### src/rtl/uart_arb_pkg.sv
// Shared constants for the UART transmit arbiter: FSM encodings and defaults.
package uart_arb_pkg;

  localparam int DEF_NUM_SRC = 4;
  localparam int DEF_TIMEOUT = 1024;

  localparam logic [1:0] ST_IDLE = 2'd0;
  localparam logic [1:0] ST_SEND = 2'd1;
  localparam logic [1:0] ST_HOLD = 2'd2;

endpackage

### src/rtl/uart_tx_arbiter_if.sv
// Requester-side and UART-side handshake bundle of the transmit arbiter.
// The arbiter uses the slave view; the surrounding logic uses the master view.
interface uart_tx_arbiter_if
  import uart_arb_pkg::*;
#(
  parameter int NUM_SRC = DEF_NUM_SRC
);
  logic [NUM_SRC-1:0]   src_valid;
  logic [8*NUM_SRC-1:0] src_data;
  logic [NUM_SRC-1:0]   src_last;
  logic [NUM_SRC-1:0]   src_ready;
  logic [NUM_SRC-1:0]   grant;
  logic                 abort;
  logic [7:0]           tx_data;
  logic                 new_tx_data;
  logic                 tx_busy;

  modport slave (
    input  src_valid, src_data, src_last, tx_busy,
    output src_ready, grant, abort, tx_data, new_tx_data
  );

  modport master (
    output src_valid, src_data, src_last, tx_busy,
    input  src_ready, grant, abort, tx_data, new_tx_data
  );
endinterface

### src/rtl/uart_tx_arbiter_rr_pick.sv
// Round-robin picker: first requester strictly after ptr_i, wrapping.
module rr_pick
  import uart_arb_pkg::*;
#(
  parameter  int NUM_SRC = DEF_NUM_SRC,
  localparam int PW      = $clog2(NUM_SRC)
) (
  input  logic [NUM_SRC-1:0] req_i,
  input  logic [PW-1:0]      ptr_i,
  output logic [NUM_SRC-1:0] pick_o,
  output logic [PW-1:0]      idx_o
);

  logic          found;
  logic [PW-1:0] cand;

  // Scan ptr+1 .. ptr+NUM_SRC so the last owner is considered last.
  always_comb begin
    pick_o = '0;
    idx_o  = '0;
    found  = 1'b0;
    cand   = '0;
    for (int k = 1; k <= NUM_SRC; k++) begin
      cand = PW'((int'(ptr_i) + k) % NUM_SRC);
      if (!found && req_i[cand]) begin
        found        = 1'b1;
        pick_o[cand] = 1'b1;
        idx_o        = cand;
      end
    end
  end

endmodule

### src/rtl/uart_tx_arbiter.sv
// Packet-granular round-robin arbiter in front of a single UART transmitter.
// A stalled owner loses its grant after TIMEOUT idle, non-busy cycles.
module uart_tx_arbiter
  import uart_arb_pkg::*;
#(
  parameter  int NUM_SRC = DEF_NUM_SRC,
  parameter  int TIMEOUT = DEF_TIMEOUT,
  localparam int TO_W    = $clog2(TIMEOUT),
  localparam int PW      = $clog2(NUM_SRC)
) (
  input logic                clk,
  input logic                rst,
  uart_tx_arbiter_if.slave   bus
);

  logic [1:0]         state_q,   state_d;
  logic [NUM_SRC-1:0] grant_q,   grant_d;
  logic [PW-1:0]      gidx_q,    gidx_d;
  logic [PW-1:0]      ptr_q,     ptr_d;
  logic [TO_W-1:0]    timer_q,   timer_d;
  logic [7:0]         tx_data_q, tx_data_d;
  logic               new_tx_q,  new_tx_d;
  logic               abort_q,   abort_d;
  logic               last_q,    last_d;

  logic [NUM_SRC-1:0] pick;
  logic [PW-1:0]      pick_idx;
  logic               valid_g, last_g, accept, stall, timeout_hit;
  logic [7:0]         data_g;

  rr_pick #(.NUM_SRC(NUM_SRC)) u_pick (
    .req_i  (bus.src_valid),
    .ptr_i  (ptr_q),
    .pick_o (pick),
    .idx_o  (pick_idx)
  );

  assign valid_g     = bus.src_valid[gidx_q];
  assign last_g      = bus.src_last[gidx_q];
  assign data_g      = bus.src_data[{gidx_q, 3'b000} +: 8];
  assign accept      = (state_q == ST_SEND) && valid_g && !bus.tx_busy;
  assign stall       = (state_q == ST_SEND) && !valid_g && !bus.tx_busy;
  assign timeout_hit = stall && (timer_q == TO_W'(TIMEOUT - 1));

  assign bus.src_ready   = accept ? grant_q : '0;
  assign bus.grant       = grant_q;
  assign bus.abort       = abort_q;
  assign bus.tx_data     = tx_data_q;
  assign bus.new_tx_data = new_tx_q;

  // FSM next state: arbitrate in IDLE, move one byte per SEND/HOLD pair.
  always_comb begin
    state_d   = state_q;
    grant_d   = grant_q;
    gidx_d    = gidx_q;
    ptr_d     = ptr_q;
    timer_d   = timer_q;
    tx_data_d = tx_data_q;
    last_d    = last_q;
    new_tx_d  = 1'b0;
    abort_d   = 1'b0;
    case (state_q)
      ST_IDLE: begin
        if (|bus.src_valid) begin
          grant_d = pick;
          gidx_d  = pick_idx;
          timer_d = '0;
          state_d = ST_SEND;
        end
      end
      ST_SEND: begin
        if (accept) begin
          tx_data_d = data_g;
          new_tx_d  = 1'b1;
          last_d    = last_g;
          timer_d   = '0;
          state_d   = ST_HOLD;
        end else if (timeout_hit) begin
          abort_d = 1'b1;
          grant_d = '0;
          ptr_d   = gidx_q;
          state_d = ST_IDLE;
        end else if (stall) begin
          timer_d = timer_q + TO_W'(1);
        end
      end
      ST_HOLD: begin
        // One cycle here lets tx_busy rise before the next accept decision.
        if (last_q) begin
          ptr_d   = gidx_q;
          grant_d = '0;
          state_d = ST_IDLE;
        end else begin
          state_d = ST_SEND;
        end
      end
      default: begin
        grant_d = '0;
        state_d = ST_IDLE;
      end
    endcase
  end

  // State registers; pointer resets to the top index so source 0 wins first.
  always_ff @(posedge clk or negedge rst) begin
    if (!rst) begin
      state_q   <= ST_IDLE;
      grant_q   <= '0;
      gidx_q    <= '0;
      ptr_q     <= PW'(NUM_SRC - 1);
      timer_q   <= '0;
      tx_data_q <= '0;
      new_tx_q  <= 1'b0;
      abort_q   <= 1'b0;
      last_q    <= 1'b0;
    end else begin
      state_q   <= state_d;
      grant_q   <= grant_d;
      gidx_q    <= gidx_d;
      ptr_q     <= ptr_d;
      timer_q   <= timer_d;
      tx_data_q <= tx_data_d;
      new_tx_q  <= new_tx_d;
      abort_q   <= abort_d;
      last_q    <= last_d;
    end
  end

endmodule

### src/flat_wrapper.sv
// flat-port wrapper written by rule: the top's interface ports become plain ports
module uart_tx_arbiter_flat import uart_arb_pkg::*;
#(
  parameter  int NUM_SRC = DEF_NUM_SRC,
  parameter  int TIMEOUT = DEF_TIMEOUT,
  localparam int TO_W    = $clog2(TIMEOUT),
  localparam int PW      = $clog2(NUM_SRC)
)
  (clk, rst, bus_src_valid, bus_src_data, bus_src_last, bus_tx_busy, bus_src_ready, bus_grant, bus_abort, bus_tx_data, bus_new_tx_data);
  uart_tx_arbiter_if #(.NUM_SRC(NUM_SRC)) bus_i ();
  input logic clk;
  input logic rst;
  input wire logic [$bits(bus_i.src_valid)-1:0] bus_src_valid;
  input wire logic [$bits(bus_i.src_data)-1:0] bus_src_data;
  input wire logic [$bits(bus_i.src_last)-1:0] bus_src_last;
  input wire logic [$bits(bus_i.tx_busy)-1:0] bus_tx_busy;
  output wire logic [$bits(bus_i.src_ready)-1:0] bus_src_ready;
  output wire logic [$bits(bus_i.grant)-1:0] bus_grant;
  output wire logic [$bits(bus_i.abort)-1:0] bus_abort;
  output wire logic [$bits(bus_i.tx_data)-1:0] bus_tx_data;
  output wire logic [$bits(bus_i.new_tx_data)-1:0] bus_new_tx_data;
  assign bus_i.src_valid = bus_src_valid;
  assign bus_i.src_data = bus_src_data;
  assign bus_i.src_last = bus_src_last;
  assign bus_i.tx_busy = bus_tx_busy;
  assign bus_src_ready = bus_i.src_ready;
  assign bus_grant = bus_i.grant;
  assign bus_abort = bus_i.abort;
  assign bus_tx_data = bus_i.tx_data;
  assign bus_new_tx_data = bus_i.new_tx_data;
  uart_tx_arbiter #(.NUM_SRC(NUM_SRC), .TIMEOUT(TIMEOUT)) u_core (.clk(clk), .rst(rst), .bus(bus_i));
endmodule
### config.mk
export PLATFORM = sky130hd
export DESIGN_NAME = uart_tx_arbiter_flat
export DESIGN_NICKNAME = d
export VERILOG_FILES = /design/src/rtl/uart_arb_pkg.sv /design/src/rtl/uart_tx_arbiter_if.sv /design/src/rtl/uart_tx_arbiter_rr_pick.sv /design/src/rtl/uart_tx_arbiter.sv /design/src/flat_wrapper.sv
export SDC_FILE = /design/constraint.sdc
export NUM_CORES = 1
export LEC_CHECK = 0
export ABC_AREA = 1
export BUFFER_PORTS_ARGS = -buffer_cell sky130_fd_sc_hd__buf_4
export CORE_AREA = 5 5 72 74
export DETAILED_ROUTE_END_ITERATION = 8
export DIE_AREA = 0 0 77 79
export PLACE_DENSITY_LB_ADDON = 0.08
export SLEW_MARGIN = 25
export SYNTH_ARGS = -nofsm -noshare
export SYNTH_HDL_FRONTEND = slang
export SYNTH_SLANG_ARGS = --single-unit
### constraint.sdc
create_clock -name clk -period 2.8 [get_ports clk]
set_input_delay 0 -clock clk [delete_from_list [all_inputs] [get_ports clk]]
set_output_delay 0 -clock clk [all_outputs]
set_load 0.02 [all_outputs]
==> metrics.md, run 1 <==
| Metric | Value |
|---|---|
| Status | finished clean |
| Antenna diodes | 0 |
| Number of design-rule violations left by the first detailed-router iteration | 177 |
| Maximum clock rate | 0.458 GHz |
| Number of flops mapped to enable cells by yosys | 0 |
| Most frequent cells after synthesis | nand2_1 (106), nor2_1 (39), nand3_1 (35), inv_1 (33), dfrtp_1 (29) |
| Post-Syn Area per Cell | 6.72 µm² |
| Hold Vio Cnt, Final | 0 |
| Wire per inst | 12.9 µm |
| Die width | 77 µm |
| Starting density of the core | 0.496 |
| Final core utilization | 0.624 |
| HPWL after detailed placement | 4420 µm |
| Clk sink count | 31 |
| Max-slew violation total from the final report | 0 |
| Total congestion overflow after global routing | 0 |
| Top-level port count | 61 |
| Clock network fraction of design power | 0.128 |
| Bufs on Longest Clock Path | 2 |
| Cell chosen for the clock root | clkbuf_8 |
| Top cell type by total area after synthesis | dfrtp_1 |
| Number of remaining DRC errors | 0 |
| Skew final | 0.00337 ns |
| Gr usage total | 0.188 |
| Final net count | 447 |
| Leakage component of the power | 1.48 nW |
| Largest voltage drop on the vdd net | 0.000712 V |
| Die area | 6080 µm² |
| Number of setup violations in the final report | 0 |
| Synthesis-to-layout area growth | 25.8% |
| Area of the core region | 4540 µm² |
| Internal Dissipation | 1.37 mW |
| Minimum clock period after layout | 2.18 ns |
| Clock-pin slew on the worst setup and hold paths | 0.06 ns |
| Total Power Consumption | 2.70 mW |
| Via count of the first global-routing pass | 2,175 |
| Vias | 2,325 |
| Switching power as a share of total power | 0.495 |
| Final period utilization | 0.780 |
| Number of routed nets with antenna violations | 0 |
| Share of synthesized registers carrying an async set or reset | 1.00 |
| Unrepaired setup endpoints after global routing | false |
| Sequential group share of total power | 0.286 |
| Final std cells w/o fill | 449 |
| Flops & latches, synth | 31 |
| Routability Congestion | 0.841 |
| Die extent in y | 79 µm |
| Type of destination of the critical path | flip-flop |
| Pin count of the biggest net entering global routing | 32 |
| Nets in the synthesized netlist | 387 |
| Total of max-cap violations | 0 |
| Synth Instances | 335 |
| Hold/Removal Path Class | input port to flip-flop |
| Highest fanout seen on the critical path | 13 |
| Comb power frac | 0.586 |
| Detail-routed via count per cell | 5.18 |
| Placed insts | 441 |
| Number of post-CTS setup repair buffers | 0 |
| # H-tree levels | 2 |
| Critical path launch point type | flip-flop |
| Netlist cell types | 32 |
| Total power divided by cell area | 954 nW/µm² |
| Slew at the pin with the worst max-slew slack | 0.582 ns |
| Arrival time reported for the critical path endpoint | 2.36 ns |
| Crit Path Category | flip-flop to flip-flop |
| Fraction of synthesized cell area taken by the top area cell type | 0.322 |
| Number of warnings printed during yosys synthesis | 0 |
| Most common flop cell mapped by yosys | dfrtp_1 |
| CTS Buf Count | 5 |
| Total detailed-routing wirelength | 5770 µm |
| Share of the yosys chip area belonging to registers | 0.346 |
| Clock tree from TritonCTS | done |
| Count of TritonRoute iterations in the first routing pass | 4 |
| Top post-synthesis cells by area | dfrtp_1 (32%), nand2_1 (18%), nand3_1 (7.8%) |
| Tightest slew margin relative to the limit | 0.612 |
| Sw Pwr | 1.34 mW |
| Quantity of I/O buffers inserted on ports | 60 |
| Final setup TNS | 0 ns |
| # rows | 25 |
| First-pass GRT wire length | 9560 µm |
| Post-Synthesis Cell Area | 2250 µm² |
| Proportion of layout cells with a drive suffix above 1 | 0.218 |
| Antenna violations before repair | 0 |
| Top-count cell post-synth | nand2_1 |
| Worst skew pair latency | 0.27 ns |
| Worst EP required | 2.98 ns |
[final timing paths]
kind | endpoint | from | cells past startpoint | slack [ns]
hold / removal | u_core.bus.abort | bus_tx_busy | 6 | 0.08
setup reg to reg | u_core.gidx_q[0] | u_core.ptr_q[0] | 10 | 0.62
hold reg to reg | u_core.bus.tx_data[5] | u_core.bus.tx_data[5] | 2 | 0.49
setup / recovery | u_core.gidx_q[0] | u_core.ptr_q[0] | 10 | 0.62
max in group asynchronous | u_core.ptr_q[0] | rst | 2 | 2.29
min in group asynchronous | u_core.bus.grant[1] | rst | 2 | 0.20
[critical path, stage by stage (launching register included)]
cell and delay (ns):
dfstp_2 0.69, inv_4 0.12, ha_1 0.35, inv_1 0.08, nand3_1 0.17, nand2_2 0.12
nor2_4 0.21, nand2_1 0.11, nand2_1 0.07, nand3_1 0.07, o21ai_0 0.10
[cells by family (layout without fill, tap and decap cells)]
| kind of cell | count (synthesis) | in the layout | share of synthesized area |
|---|---|---|---|
| adder cells (fa/ha/maj) | 9 | 9 | 0.0500 |
| AND/OR/NAND/NOR | 203 | 203 | 0.390 |
| buffers and inverters | 48 | 108 | 0.0884 |
| AO/OA/AOI/OAI | 44 | 44 | 0.126 |
| flip-flops | 31 | 31 | 0.346 |
[cell type report]
class / instances / area, µm²
clock inverters: 1 / 5.00
multi-input cells: 256 / 1270
flip-flops and latches: 31 / 778
fillers: 427 / 1700
well taps: 54 / 67.6
repair buffers: 64 / 483
clock buffers: 6 / 82.6
inverters: 37 / 141
[sequential cells by signal, indices dropped and copies added (netlist names)]
signal,cells
u_core.bus.grant,4
u_core.bus.abort,1
u_core.bus.tx_data,8
u_core.last_q,1
u_core.bus.new_tx_data,1
u_core.gidx_q,2
u_core.state_q,2
u_core.timer_q,10
u_core.ptr_q,2
[stage by stage]
| stage | hold WS (ns) | instance area, µm² | worst slack (ns) |
|---|---|---|---|
| final | 0.0836 | 2830 | 0.615 |
| after global routing | 0.127 | 2830 | 0.436 |
| after CTS | 0.0798 | 2830 | 0.611 |
| after detailed placement | -0.0493 | 2730 | 0.629 |
| after global placement | -0.0461 | 2730 | 0.617 |
| after floorplan | -0.296 | 2250 | 0.833 |
[routing by layer]
layer / routed length (µm) / track usage
met5: 0 / 0
met3: 285 / 0.0442
met1: 2540 / 0.225
met4: 51 / 0.0309
met2: 2890 / 0.349
[power by group through the flow]
stage	registers [mW]	logic (mW)	clock network, mW
3_3_place_gp	0.764	1.58	0
2_1_floorplan	0.788	1.12	0
4_1_cts	0.769	1.60	0.353
3_5_place_dp	0.772	1.59	0
5_1_grt	0.801	1.78	0.374
6_report	0.772	1.58	0.347
[cells in the final DEF (no fill, tap or decap), drive strengths merged]
master,n
nand4,8
o32ai,9
buf,63
nor4,2
nor2,43
dlygate4sd3,1
a21oi,5
a21boi,4
dfrtp,29
clkbuf,6
or2,1
clkinv,2
a31oi,1
nand3,35
ha,9
inv,36
o22ai,1
o21ai,22
dfstp,2
a21o,1
nand3b,2
o21a,1
nand2,110
nor3,2
[what timing repair did]
item | 4_1_cts | 5_1_grt
resized for setup | 0 | 0
hold buffers | 1 | 0
endpoints found under the hold margin | 31 | 0
(Power assumes the default switching activity.)
==> run 2, diff against run 1 <==
Settings changed: ABC_AREA 1 to 0, CORE_AREA 5 5 72 74 to 5 5 70 72, DIE_AREA 0 0 77 79 to 0 0 75 77.
Clock period 2.8 ns to 2.3 ns, I/O delays scaled along.
==> metrics.md, run 2 <==
| Metric | Value |
|---|---|
| Status | finished clean (unchanged) |
| Critical path launch point type | flip-flop (unchanged) |
| Fraction of synthesized cell area taken by the top area cell type | 0.343 (was 0.322) |
| Unrepaired setup endpoints after global routing | false (unchanged) |
| Setup WS pre-CTS | 0.0827 ns (was 0.629 ns) |
| Total of max-cap violations | 0 (unchanged) |
| Number of remaining DRC errors | 0 (unchanged) |
| Slew at the pin with the worst max-slew slack | 0.421 ns (was 0.582 ns) |
| Clock-pin slew on the worst setup and hold paths | 0.06 ns (about the same) |
| Vias | 1,843 (was 2,325) |
| Share of the yosys chip area belonging to registers | 0.367 (was 0.346) |
| Top-level port count | 61 (unchanged) |
| Post-Synthesis Cell Area | 2120 µm² (was 2250 µm²) |
| Number of setup violations in the final report | 0 (unchanged) |
| Die extent in y | 77 µm (was 79 µm) |
| HPWL after detailed placement | 3720 µm (was 4420 µm) |
| Proportion of layout cells with a drive suffix above 1 | 0.419 (was 0.218) |
| Nets in the synthesized netlist | 244 (was 387) |
| Clock tree from TritonCTS | done (unchanged) |
| Final period utilization | 0.956 (was 0.780) |
| Highest fanout seen on the critical path | 7 (was 13) |
| Most common cell after layout, fill and taps aside | buf_4 (was nand2_1) |
| Gr usage total | 0.189 (was 0.188) |
| Maximum clock rate | 0.455 GHz (was 0.458 GHz) |
| # H-tree levels | 2 (unchanged) |
| Routability Congestion | 0.851 (was 0.841) |
| Via count of the first global-routing pass | 1,814 (was 2,175) |
| First-pass GRT wire length | 8540 µm (was 9560 µm) |
| Final net count | 317 (was 447) |
| Largest voltage drop on the vdd net | 0.000743 V (was 0.000712 V) |
| CTS Buf Count | 5 (unchanged) |
| Starting density of the core | 0.500 (was 0.496) |
| Most common flop cell mapped by yosys | dfrtp_1 (unchanged) |
| R2R Setup Slk | 0.10 ns (was 0.62 ns) |
| Cell chosen for the clock root | clkbuf_8 (unchanged) |
| Crit Path Category | flip-flop to flip-flop (unchanged) |
| Top post-synthesis cells by area | dfrtp_1 (34%), mux4_2 (14%), ha_1 (5.3%) (was dfrtp_1 (32%), nand2_1 (18%), nand3_1 (7.8%)) |
| Antenna diodes | 0 (unchanged) |
| Most frequent cells after synthesis | dfrtp_1 (29), mux4_2 (13), nand2_1 (12), nor3_1 (12) (was nand2_1 (106), nor2_1 (39), nand3_1 (35), inv_1 (33), dfrtp_1 (29)) |
| Routed wl met3 | 245 µm (was 285 µm) |
| Final Worst Setup Slack | 0.101 ns (was 0.615 ns) |
| Max-slew violation total from the final report | 0 (unchanged) |
| Wire per inst | 16.0 µm (was 12.9 µm) |
| Leakage component of the power | 1.33 nW (was 1.48 nW) |
| Clk sink count | 31 (unchanged) |
| Number of routed nets with antenna violations | 0 (unchanged) |
| Total congestion overflow after global routing | 0 (unchanged) |
| Number of flops mapped to enable cells by yosys | 0 (unchanged) |
| Antenna violations before repair | 0 (unchanged) |
| Flops & latches, synth | 31 (unchanged) |
| Skew final | 0.00589 ns (was 0.00337 ns) |
| Synthesis-to-layout area growth | 32.2% (was 25.8%) |
| Number of warnings printed during yosys synthesis | 0 (unchanged) |
| Bufs on Longest Clock Path | 2 (unchanged) |
| Arrival time reported for the critical path endpoint | 2.36 ns (about the same) |
| Hold/Removal Path Class | input port to flip-flop (unchanged) |
| Top layer used by detailed routing | met4 (unchanged) |
| Count of TritonRoute iterations in the first routing pass | 4 (unchanged) |
| # rows | 24 (was 25) |
| Detailed-routed wire length on met2 | 2690 µm (was 2890 µm) |
| Post-Syn Area per Cell | 11.0 µm² (was 6.72 µm²) |
| Share of synthesized registers carrying an async set or reset | 1.00 (unchanged) |
| Met1 routed wirelength after detailed routing | 2060 µm (was 2540 µm) |
| Area of the core region | 4230 µm² (was 4540 µm²) |
| Max reg flops | 10 (unchanged) |
| Die area | 5780 µm² (was 6080 µm²) |
| Hold Vio Cnt, Final | 0 (unchanged) |
| Worst skew pair latency | 0.28 ns (was 0.27 ns) |
| Number of fillers in the final layout | 351 (was 427) |
| Synth Instances | 192 (was 335) |
| Worst EP required | 2.46 ns (was 2.98 ns) |
| Pin count of the biggest net entering global routing | 32 (unchanged) |
| Quantity of I/O buffers inserted on ports | 60 (unchanged) |
| Register containing the most flip-flops in the final layout | u_core.timer_q (unchanged) |
| Top-count cell post-synth | dfrtp_1 (was nand2_1) |
| Minimum clock period after layout | 2.20 ns (was 2.18 ns) |
| Total power divided by cell area | 1190 nW/µm² (was 954 nW/µm²) |
| Type of destination of the critical path | flip-flop (unchanged) |
| Top cell type by total area after synthesis | dfrtp_1 (unchanged) |
| Netlist cell types | 45 (was 32) |
| Number of design-rule violations left by the first detailed-router iteration | 86 (was 177) |
| Detail-routed via count per cell | 5.81 (was 5.18) |
| Final setup TNS | 0 ns (unchanged) |
| Tightest slew margin relative to the limit | 0.717 (was 0.612) |
| Die width | 75 µm (was 77 µm) |
| Highest-count cells in the layout ignoring fill and taps | buf_4 (74), dfrtp_1 (29), mux4_2 (13) (was nand2_1 (106), buf_4 (63), nor2_1 (39)) |
| Total detailed-routing wirelength | 5080 µm (was 5770 µm) |
[run 2: changes by cell type in the layout (fill, tap and decap cells not counted), sizes merged, moves of 13 or more]
cell | previous run | this run
nand2 | 110 | 12
nor2 | 43 | 4
inv | 36 | 6
nand3 | 35 | 6
o21ai | 22 | 7
mux4 | 0 | 13
[run 2: power breakdown]
part	leakage [nW]	internal [mW]	total (mW)	switching, mW
sequential	0.392	0.768	0.946	0.178
combinational	0.898	1.01	2.00	0.988
clock	0.0383	0.208	0.393	0.185
total	1.33	1.99	3.34	1.35
[run 2: cell families (layout without fill, tap and decap cells)]
family	Yosys count	after routing	synth area share
AND/OR/NAND/NOR	73	73	0.203
flip-flops	31	31	0.367
AO/OA/AOI/OAI	37	37	0.138
multiplexers	26	26	0.205
buffers and inverters	16	89	0.0331
adder cells (fa/ha/maj)	9	9	0.0532
[run 2: critical path, cell delays in order, from the launching register on]
cell      delay, ns
dfstp_2        0.60
inv_1          0.10
ha_4           0.29
mux4_2         0.27
nor2b_1        0.18
a221oi_1       0.26
nor3_1         0.10
a221o_1        0.28
[run 2: per-layer routing]
metal / vias up / track usage
li1: 894 / -
met1: 902 / 0.237
met2: 39 / 0.318
met3: 8 / 0.0301
met4: 0 / 0.0712
met5: - / 0
[run 2: final timing paths]
check,from,end,depth (start not counted)
worst max register to register,u_core.ptr_q[0],u_core.bus.grant[2],7
min in group asynchronous,rst,u_core.bus.tx_data[3],2
worst max-delay path,u_core.ptr_q[0],u_core.bus.grant[2],7
worst min-delay path,bus_src_valid[2],u_core.gidx_q[1],3
worst min register to register,u_core.bus.tx_data[6],u_core.bus.tx_data[6],1
max in group asynchronous,rst,u_core.ptr_q[1],2
[run 2: layout make-up]
| class | count | area [µm²] | share of cell area |
|---|---|---|---|
| well taps | 52 | 65.1 | 0.0232 |
| flip-flops and latches | 31 | 778 | 0.278 |
| clock buffers | 7 | 76.3 | 0.0273 |
| multi-input cells | 145 | 1280 | 0.458 |
| repair buffers | 76 | 576 | 0.206 |
| inverters | 6 | 22.5 | 0.00804 |
[run 2: what timing repair did]
action                                 in CTS  in global routing
resized for setup                           0                  0
hold buffers                                2                  0
setup endpoints to repair                   0                  4
endpoints found under the hold margin      32                  0
setup buffers                               0                  5
[run 2: stage by stage]
stage	hold slack, ns	total power [mW]	utilization	instance area (µm²)	std cells
final	0.104	3.34	0.661	2800	317
after global routing	0.171	3.60	0.661	2800	317
after CTS	0.109	3.29	0.652	2760	312
after detailed placement	-0.0370	2.88	0.630	2670	303
after global placement	-0.0422	2.86	0.630	2670	303
after floorplan	-0.296	2.28	-	2140	192
==> run 3, diff against run 2 <==
Settings changed: CORE_AREA 5 5 70 72 to 5 5 72 74, DIE_AREA 0 0 75 77 to 0 0 77 79, SYNTH_HIERARCHICAL set to 1.
==> metrics.md, run 3 <==
| Metric | Value |
|---|---|
| Fraction of synthesized cell area taken by the top area cell type | 0.317 (was 0.343) |
| Most common flop cell mapped by yosys | dfrtp_1 (unchanged) |
| Worst skew pair latency | 0.28 ns (about the same) |
| Total Power Consumption | 3.54 mW (was 3.34 mW) |
| Clock-pin slew on the worst setup and hold paths | 0.07 ns (was 0.06 ns) |
| Post-Synthesis Cell Area | 2290 µm² (was 2120 µm²) |
| Setup WS pre-CTS | 0.121 ns (was 0.0827 ns) |
| Share of the yosys chip area belonging to registers | 0.340 (was 0.367) |
| Worst EP required | 2.44 ns (was 2.46 ns) |
| Number of setup violations in the final report | 0 (unchanged) |
| Number of fillers in the final layout | 379 (was 351) |
| Area of the core region | 4540 µm² (was 4230 µm²) |
| Final Worst Setup Slack | 0.0960 ns (was 0.101 ns) |
| Area taken by flip-flops and latches | 778 µm² (unchanged) |
| Routability Congestion | 0.863 (was 0.851) |
| Number of design-rule violations left by the first detailed-router iteration | 56 (was 86) |
| Clock tree from TritonCTS | done (unchanged) |
| # rows | 25 (was 24) |
| Share of synthesized registers carrying an async set or reset | 1.00 (unchanged) |
| Leakage component of the power | 1.37 nW (was 1.33 nW) |
| Final setup TNS | 0 ns (unchanged) |
| Top-level port count | 61 (unchanged) |
| Minimum clock period after layout | 2.20 ns (about the same) |
| Number of flops mapped to enable cells by yosys | 0 (unchanged) |
| Type of destination of the critical path | flip-flop (unchanged) |
| Top cell type by total area after synthesis | dfrtp_1 (unchanged) |
| Number of remaining DRC errors | 0 (unchanged) |
| Most frequent cells after synthesis | dfrtp_1 (29), nand2_1 (23), mux4_2 (11), o21ai_1 (10) (was dfrtp_1 (29), mux4_2 (13), nand2_1 (12), nor3_1 (12)) |
| Status | finished clean (unchanged) |
| Crit Path Category | flip-flop to flip-flop (unchanged) |
| Antenna violations before repair | 0 (unchanged) |
| Vias | 1,941 (was 1,843) |
| Number of post-CTS setup repair buffers | 0 (unchanged) |
| CTS Buf Count | 5 (unchanged) |
| Die area | 6080 µm² (was 5780 µm²) |
| Top-count cell post-synth | dfrtp_1 (unchanged) |
| Gr usage total | 0.186 (was 0.189) |
| Final core utilization | 0.654 (was 0.661) |
| Total of max-cap violations | 0 (unchanged) |
| Worst hold slack after final layout | 0.155 ns (was 0.104 ns) |
| Proportion of layout cells with a drive suffix above 1 | 0.401 (was 0.419) |
| Met1 usage in global routing | 0.237 (about the same) |
| Wire per inst | 16.6 µm (was 16.0 µm) |
| Hold/Removal Path Class | input port to flip-flop (unchanged) |
| Arrival time reported for the critical path endpoint | 2.34 ns (was 2.36 ns) |
| Die width | 77 µm (was 75 µm) |
| Bufs on Longest Clock Path | 2 (unchanged) |
| WHS Path Cells | 3 (unchanged) |
| Critical path launch point type | flip-flop (unchanged) |
| First-pass GRT wire length | 9330 µm (was 8540 µm) |
| Flops & latches, synth | 31 (unchanged) |
| Tightest slew margin relative to the limit | 0.554 (was 0.717) |
| Final period utilization | 0.958 (was 0.956) |
| Pin count of the biggest net entering global routing | 32 (unchanged) |
| Length in cells of the worst reg-to-reg path | 8 (was 7) |
| Max reg flops | 10 (unchanged) |
| Quantity of I/O buffers inserted on ports | 60 (unchanged) |
| Cell chosen for the clock root | clkbuf_8 (unchanged) |
| Highest-count cells in the layout ignoring fill and taps | buf_4 (69), dfrtp_1 (29), nand2_1 (23) (was buf_4 (74), dfrtp_1 (29), mux4_2 (13)) |
| Largest voltage drop on the vdd net | 0.000621 V (was 0.000743 V) |
| Number of routed nets with antenna violations | 0 (unchanged) |
| Netlist cell types | 60 (was 45) |
| Nets in the synthesized netlist | 259 (was 244) |
| Die extent in y | 79 µm (was 77 µm) |
| Total congestion overflow after global routing | 0 (unchanged) |
| Busiest metal layer after global routing | met2 (unchanged) |
| Via count of the first global-routing pass | 2,034 (was 1,814) |
| Number of gates resized after CTS | 0 (unchanged) |
| HPWL after detailed placement | 4120 µm (was 3720 µm) |
| Met3 capacity usage during global routing | 0.0408 (was 0.0301) |
| Antenna diodes | 0 (unchanged) |
| Most common cell after layout, fill and taps aside | buf_4 (unchanged) |
| Count of TritonRoute iterations in the first routing pass | 4 (unchanged) |
| GRT met2 Usage | 0.321 (was 0.318) |
| Number of warnings printed during yosys synthesis | 6 (was 0) |
| Skew final | 0.00246 ns (was 0.00589 ns) |
| Synthesis-to-layout area growth | 29.6% (was 32.2%) |
| # H-tree levels | 2 (unchanged) |
| Highest fanout seen on the critical path | 9 (was 7) |
| Detail-routed via count per cell | 5.86 (was 5.81) |
| Maximum clock rate | 0.454 GHz (was 0.455 GHz) |
| Starting density of the core | 0.504 (was 0.500) |
| Slew at the pin with the worst max-slew slack | 0.670 ns (was 0.421 ns) |
| Max-slew violation total from the final report | 0 (unchanged) |
| Total detailed-routing wirelength | 5490 µm (was 5080 µm) |
| Total power divided by cell area | 1190 nW/µm² (about the same) |
| Register containing the most flip-flops in the final layout | u_core/timer_q (was u_core.timer_q) |
| Post-Syn Area per Cell | 11.0 µm² (about the same) |
| Final net count | 328 (was 317) |
| Hold Vio Cnt, Final | 0 (unchanged) |
| Top post-synthesis cells by area | dfrtp_1 (32%), mux4_2 (11%), ha_1 (4.9%) (was dfrtp_1 (34%), mux4_2 (14%), ha_1 (5.3%)) |
| Synth Instances | 207 (was 192) |
| Clk sink count | 31 (unchanged) |
| Area of combinational cells with multiple inputs | 1450 µm² (was 1280 µm²) |
run 3: cell count changes after synthesis, moves of 4 or more:
cell | before | now
nor2_1 | 2 | 7
nand3_1 | 6 | 2
nor3_1 | 12 | 6
o21ai_1 | 0 | 10
mux2_1 | 0 | 9
nor2b_1 | 7 | 3
o21ai_0 | 7 | 2
nand2_1 | 12 | 23
run 3: power breakdown:
part	switching [mW]	internal, mW	total (mW)	leakage, nW
registers	0.172	0.751	0.923	0.392
clock network	0.209	0.350	0.559	0.0612
logic	1.04	1.02	2.06	0.917
total	1.42	2.12	3.54	1.37
run 3: timing repair:
item | 4_1_cts | 5_1_grt
setup endpoints to repair | 0 | 2
hold endpoints to repair | 31 | 0
hold buffers | 1 | 0
run 3: kinds of logic (layout without fill, tap and decap cells):
family,after synthesis,in the layout,synth area share
compound gates,48,48,0.175
fa+ha+maj,9,9,0.0492
buf+inv,14,83,0.0356
flops,31,31,0.340
mux,31,32,0.216
simple gates,74,74,0.184
run 3: through the flow:
step | instances | instance area, µm²
after global placement | 321 | 2810
after global routing | 331 | 2960
after detailed placement | 321 | 2810
final | 331 | 2960
after CTS | 330 | 2940
after floorplan | 207 | 2290
run 3: worst paths after layout:
check,start,to,slack (ns)
max,u_core/ptr_q[0],u_core/bus.grant[3],0.1
min,bus_src_data[17],u_core/bus.tx_data[1],0.16
max reg2reg,u_core/ptr_q[0],u_core/bus.grant[3],0.1
min reg2reg,u_core/bus.tx_data[6],u_core/bus.tx_data[6],0.50
max in group asynchronous,rst,u_core/ptr_q[0],1.78
min in group asynchronous,rst,u_core/bus.grant[1],0.19
run 3: per-layer routing:
layer  routed length, µm  part of all wire  vias up
met5                   0                 0        -
met4                  44            0.0080        0
met3                 308             0.056        4
met2                2640              0.48       53
met1                2490              0.45      940
li1                    -                 -      944
run 3: worst max-delay path, stage by stage (launching register included):
cell and delay (ns):
dfstp_2 0.60, inv_1 0.11, ha_1 0.37, mux4_2 0.38, nand2_1 0.10, o21ai_1 0.07
a221o_1 0.26, nand2_1 0.06, o211ai_1 0.10
run 3: layout make-up:
cell class                 instances  share of cell area
timing repair buffer              70               0.178
sequential                        31               0.263
inverter                           5             0.00633
clock inverter                     2              0.0118
tap                               54              0.0228
clock buffer                       6              0.0279
multi-input combinational        163               0.491
